File: config.mk
export PLATFORM = sky130hd
export DESIGN_NAME = uart_receiver
export DESIGN_NICKNAME = d
export VERILOG_FILES = /design/src/rtl/uart_pkg.sv /design/src/rtl/uart_rx_sync.sv /design/src/rtl/uart_receiver.sv
export SDC_FILE = /design/constraint.sdc
export NUM_CORES = 1
export LEC_CHECK = 0
export CORE_ASPECT_RATIO = 0.6
export CORE_MARGIN = 8
export CORE_UTILIZATION = 52
export CTS_CLUSTER_DIAMETER = 100
export DETAILED_ROUTE_END_ITERATION = 6
export PLACE_DENSITY = 0.8
export RECOVER_POWER = 50
export SKIP_LAST_GASP = 1
export SYNTH_ARGS = -nofsm -noshare
export SYNTH_HDL_FRONTEND = slang
export SYNTH_SLANG_ARGS = --single-unit
File: constraint.sdc
create_clock -name clk -period 2.9 [get_ports clk]
set_clock_uncertainty 0.1 [all_clocks]
set_input_delay 0.725 -clock clk [delete_from_list [all_inputs] [get_ports clk]]
set_output_delay 0.725 -clock clk [all_outputs]
set_load 0.02 [all_outputs]
File: src/rtl/uart_pkg.sv
// Shared UART definitions: receiver FSM states, default oversampling and parity mode.
// Also used by the transmitter so both ends agree on framing.
package uart_pkg;

    typedef enum logic [2:0] {
        IDLE,
        START,
        DATA,
        PARITY,
        STOP
    } rx_state_t;

    typedef enum logic {
        PARITY_EVEN = 1'b0,
        PARITY_ODD  = 1'b1
    } parity_mode_t;

    localparam int           OVERSAMPLE_DEFAULT = 16;
    localparam parity_mode_t PARITY_MODE        = PARITY_EVEN;

endpackage

File: src/rtl/uart_rx_sync.sv
// Multi-flop synchroniser for the asynchronous RxD line.
// Resets to 1 so the line reads idle-high while reset is applied.
module uart_rx_sync #(
    parameter int SYNC_STAGES = 2
) (
    input  logic clk,
    input  logic reset,
    input  logic d,
    output logic q
);

    logic [SYNC_STAGES-1:0] sync_ff;

    // NOTE: resetting to the idle level keeps a reset release from looking like a start bit.
    always_ff @(posedge clk or posedge reset) begin
        if (reset) begin
            sync_ff <= '1;
        end else begin
            sync_ff <= {sync_ff[SYNC_STAGES-2:0], d};
        end
    end

    assign q = sync_ff[SYNC_STAGES-1];

endmodule

File: src/rtl/uart_receiver.sv
// Oversampling UART receiver: start, DATA_BITS LSB-first, parity, stop.
// Optional macro RX_MAJORITY_VOTE_EN: 2-of-3 majority vote around each mid-bit sample point.
module uart_receiver
    import uart_pkg::*;
#(
    parameter int DATA_BITS   = 8,
    parameter int OVERSAMPLE  = OVERSAMPLE_DEFAULT,
    parameter int SYNC_STAGES = 2
) (
    input  logic                 clk,
    input  logic                 reset,
    input  logic                 sample_tick,
    input  logic                 Rx_EN,
    input  logic                 RxD,
    output logic [DATA_BITS-1:0] Rx_DATA,
    output logic                 Rx_VALID,
    output logic                 Rx_PERROR,
    output logic                 Rx_FERROR
);

    localparam int MID    = OVERSAMPLE / 2 - 1;
    localparam int TICK_W = $clog2(OVERSAMPLE);
    localparam int BIT_W  = $clog2(DATA_BITS + 1);

    localparam logic [TICK_W-1:0] LAST_TICK = TICK_W'(OVERSAMPLE - 1);
    localparam logic [BIT_W-1:0]  LAST_BIT  = BIT_W'(DATA_BITS - 1);

    rx_state_t             state, next_state;
    logic [TICK_W-1:0]     tick_cnt, tick_nxt;
    logic [BIT_W-1:0]      bit_cnt, bit_nxt;
    logic [DATA_BITS-1:0]  shift_reg;
    logic                  rxd_s;
    logic                  bit_val;
    logic                  do_shift, do_parity, do_stop, clr_flags;

    uart_rx_sync #(
        .SYNC_STAGES(SYNC_STAGES)
    ) u_sync (
        .clk  (clk),
        .reset(reset),
        .d    (RxD),
        .q    (rxd_s)
    );

`ifdef RX_MAJORITY_VOTE_EN
    // Deciding one tick late lets the vote see samples n-1, n and n+1; later points follow.
    localparam logic [TICK_W-1:0] START_PT = TICK_W'(MID + 1);

    logic [1:0] hist;

    always_ff @(posedge clk or posedge reset) begin
        if (reset) begin
            hist <= '1;
        end else if (sample_tick) begin
            hist <= {hist[0], rxd_s};
        end
    end

    assign bit_val = (hist[1] & hist[0]) | (hist[1] & rxd_s) | (hist[0] & rxd_s);
`else
    localparam logic [TICK_W-1:0] START_PT = TICK_W'(MID);

    assign bit_val = rxd_s;
`endif

    always_ff @(posedge clk or posedge reset) begin
        if (reset) begin
            state <= IDLE;
        end else begin
            state <= next_state;
        end
    end

    // NOTE: every output of this block gets a default first, so no path can infer a latch.
    always_comb begin
        next_state = state;
        tick_nxt   = tick_cnt;
        bit_nxt    = bit_cnt;
        do_shift   = 1'b0;
        do_parity  = 1'b0;
        do_stop    = 1'b0;
        clr_flags  = 1'b0;

        if (!Rx_EN) begin
            next_state = IDLE;
            tick_nxt   = '0;
            bit_nxt    = '0;
        end else if (sample_tick) begin
            case (state)
                IDLE: begin
                    if (!rxd_s) begin
                        next_state = START;
                        tick_nxt   = '0;
                    end
                end
                START: begin
                    if (tick_cnt == START_PT) begin
                        tick_nxt = '0;
                        if (bit_val) begin
                            next_state = IDLE;
                        end else begin
                            next_state = DATA;
                            bit_nxt    = '0;
                            clr_flags  = 1'b1;
                        end
                    end else begin
                        tick_nxt = tick_cnt + TICK_W'(1);
                    end
                end
                DATA: begin
                    if (tick_cnt == LAST_TICK) begin
                        tick_nxt = '0;
                        do_shift = 1'b1;
                        bit_nxt  = bit_cnt + BIT_W'(1);
                        if (bit_cnt == LAST_BIT) begin
                            next_state = PARITY;
                        end
                    end else begin
                        tick_nxt = tick_cnt + TICK_W'(1);
                    end
                end
                PARITY: begin
                    if (tick_cnt == LAST_TICK) begin
                        tick_nxt   = '0;
                        do_parity  = 1'b1;
                        next_state = STOP;
                    end else begin
                        tick_nxt = tick_cnt + TICK_W'(1);
                    end
                end
                STOP: begin
                    if (tick_cnt == LAST_TICK) begin
                        tick_nxt   = '0;
                        do_stop    = 1'b1;
                        next_state = IDLE;
                    end else begin
                        tick_nxt = tick_cnt + TICK_W'(1);
                    end
                end
                default: begin
                    next_state = IDLE;
                    tick_nxt   = '0;
                    bit_nxt    = '0;
                end
            endcase
        end
    end

    // NOTE: sequential state uses non-blocking assignments so all flops update from pre-edge values.
    always_ff @(posedge clk or posedge reset) begin
        if (reset) begin
            tick_cnt  <= '0;
            bit_cnt   <= '0;
            shift_reg <= '0;
            Rx_DATA   <= '0;
            Rx_VALID  <= 1'b0;
            Rx_PERROR <= 1'b0;
            Rx_FERROR <= 1'b0;
        end else begin
            tick_cnt <= tick_nxt;
            bit_cnt  <= bit_nxt;
            Rx_VALID <= do_stop;
            if (do_shift) begin
                shift_reg <= {bit_val, shift_reg[DATA_BITS-1:1]};
            end
            if (clr_flags) begin
                Rx_PERROR <= 1'b0;
                Rx_FERROR <= 1'b0;
            end
            if (do_parity) begin
                Rx_PERROR <= (^{shift_reg, bit_val}) != PARITY_MODE;
            end
            // Data is delivered even when the stop bit is bad; the flag reports it.
            if (do_stop) begin
                Rx_FERROR <= ~bit_val;
                Rx_DATA   <= shift_reg;
            end
        end
    end

endmodule

==> impl_metrics.env <==
export IMPL_outcome="finished, final reports clean"
export IMPL_hold_depth=0
export IMPL_slowest_stage="dlygate4sd3_1"
export IMPL_finalHoldViolations=0
export IMPL_power_leakage_nw=0.868
export IMPL_antenna_found_initial=0
export IMPL_async_flop_share_pct=100
export IMPL_path_buf_inv=2
export IMPL_cts_root_buf="clkbuf_8"
export IMPL_via_per_inst=5.28
export IMPL_grt_ovfl_total=0
export IMPL_insertion_delay_ns=0.28
export IMPL_final_nets=163
export IMPL_dieHeight_um=58.6
export IMPL_final_min_clock_period_ns=2.22
export IMPL_power_density_mw_per_mm2=562
export IMPL_dp_slack_ns=0.418
export IMPL_synth_top_area_share_pct=47.8
export IMPL_startpoint="sample_tick"
export IMPL_post_route_period_util_pct=76.7
export IMPL_timing_fmax_mhz=450
export IMPL_hp_start="u_sync.sync_ff[0]$_DFF_PP1_"
export IMPL_slew_violations=0
export IMPL_die_area_mm2=0.00509
export IMPL_reg2reg_depth=5
export IMPL_finalSetupViolations=0
export IMPL_rsz0062_at_grt="no"
export IMPL_yosys_most_used_dff="dfrtp_1"
export IMPL_rows=15
export IMPL_grt_usage_pct=12.2
export IMPL_synthTopCellsByCount="dfrtp_1, mux2_2, o21ai_0"
export IMPL_num_io_pins=16
export IMPL_yosysWarnings=0
export IMPL_grt_first_pass_wirelength_mm=4.72
export IMPL_drive_gt1_share_pct=24.8
export IMPL_post_cts_resized=0
export IMPL_path_delay_family="buffers and inverters"
export IMPL_clk_pin_slew_ns=0.06
export IMPL_fin_ws_ns=0.676
export IMPL_setup_tns_ns=0
export IMPL_cts_tree="done"
export IMPL_ys_seq_area_share_pct=51.2
export IMPL_insertedDiodeCount=0
export IMPL_synth_area_leaders="dfrtp_1, mux2_2, xnor2_1, dfstp_2, o21ai_0"
export IMPL_crit_path_end_kind="flop"
export IMPL_placed_area_mm2=0.00177
export IMPL_wirelength_mm=2.83
export IMPL_clock_path_buffers=2
export IMPL_synth_seq_cells=32
export IMPL_synth_edf_count=0
export IMPL_path_max_fanout=11
export IMPL_cts_sinks=32
export IMPL_worst_hold_slack_ns=0.258
export IMPL_worstPathRequired_ns=2.96
export IMPL_port_buffers=15
export IMPL_crit_cells=6
export IMPL_placedCellCount=191
export IMPL_mappedNetlistArea_mm2=0.00157
export IMPL_fin_area_mm2=0.00186
export IMPL_worst_pin_slew_ns=0.503
export IMPL_core_mm2=0.00287
export IMPL_yosysTopAreaCell="dfrtp_1"
export IMPL_ctsHtreeMaxLevel=2
export IMPL_drt_initial_drc_count=130
export IMPL_ys_types=39
export IMPL_layout_cells_non_filler=199
export IMPL_dr_total_vias=1051
export IMPL_dp_hpwl_mm=2.06
export IMPL_grt_pass1_vias=948
export IMPL_irDropWorstVdd_uv=290
export IMPL_max_cap_viol_count=0
export IMPL_cp_start_kind="input port"
export IMPL_grt_max_degree=33
export IMPL_drt_wirelength_per_cell_um=14.2
export IMPL_crit_chain="dlygate4sd3_1 -> nand3_1 -> nor2_1 -> nand4_1 -> buf_4 -> mux2_2"
export IMPL_holdBufCountCts=0
export IMPL_avgSynthCellArea_um2=11.6
export IMPL_cts_setup_buffers=0
export IMPL_cpPeakStageDelay_ns=0.64
export IMPL_layout_area_overhead_vs_synth_pct=18.6
export IMPL_crit_arrival_ns=2.28
export IMPL_synth_nets=142
export IMPL_r2r_start="state[1]$_DFFE_PP0P_"
export IMPL_slew_headroom_pct=66.4
export IMPL_start_util_pct=54.7
export IMPL_hold_path_class="flop to flop"
export IMPL_drc=0
export IMPL_path_class="input port to flop"
export IMPL_yosysMostFrequentCell="dfrtp_1"
export IMPL_postRouteAntennaNets=0
export IMPL_dr_pass1_iters=4
export IMPL_die_x_um=86.9
export IMPL_numCtsBuffers=5
export IMPL_ff2ff_setup_slack_ns=0.70
export IMPL_syn_inst=135
export IMPL_gp_congestion=0.911
## logic make-up after synthesis
logic type      synth area share (%)
xor+xnor                        5.02
simple gates                    14.9
fa+ha+maj                       1.59
flops                           51.2
buf+inv                         2.63
compound gates                  10.6
mux                             14.1
## report_power, final
group / internal (W) / switching, W / total [W]
logic: 0.0000977 / 0.0000943 / 0.000192
registers: 0.000468 / 0.0000415 / 0.000510
clock network: 0.000189 / 0.000155 / 0.000344
total: 0.000755 / 0.000291 / 0.00105
## per-layer routing
layer	GRT usage [%]	share of wire, %	vias to the layer above
met5	0	0	-
met4	3.65	1.1	0
met3	5.27	8.5	5
met2	16.2	42	38
met1	17.0	48	490
li1	-	-	518
## worst register-to-register path, cell delays in order, from the launching register on
cell and delay [ns]:
dfrtp_1 0.49, or4b_1 0.56, a21oi_1 0.45, a21oi_2 0.10
nand2_4 0.10, mux2_4 0.29
## final cells by class
cell class              count  area [µm²]
fillers                   218        1010
flip-flops and latches     32         803
multi-input cells          94         722
repair buffers             18         173
clock buffers               6        82.6
well taps                  42        52.6
inverters                   5        18.8
clock inverters             2        10.0
## worst paths after layout
kind                                                to
setup / recovery                Rx_DATA[0]$_DFFE_PP0P_
hold / removal             u_sync.sync_ff[1]$_DFF_PP1_
setup reg to reg                  state[0]$_DFFE_PP0P_
hold reg to reg            u_sync.sync_ff[1]$_DFF_PP1_
max in group asynchronous  u_sync.sync_ff[0]$_DFF_PP1_
min in group asynchronous           Rx_VALID$_DFF_PP0_
## cell usage in the layout (no fill, tap or decap), types with 3 or more instances in the layout
cell	n
nand3_1	6
clkbuf_8	6
nand4_1	3
xnor2_1	8
nand2_1	8
nand3b_1	3
clkdlybuf4s50_1	12
nor2_1	5
o21bai_1	3
dfrtp_1	30
buf_4	3
mux2_2	16
dlygate4sd3_1	3
a21oi_1	3
o21ai_0	10
inv_1	5
## stage by stage
step,power (W),util [%]
5_1_grt,0.00110,64.8
3_5_place_dp,0.000711,61.7
4_1_cts,0.00106,65.0
3_3_place_gp,0.000702,61.7
6_report,0.00105,64.8
2_1_floorplan,0.000681,-
Note: power is estimated with default switching activity, not from simulation.
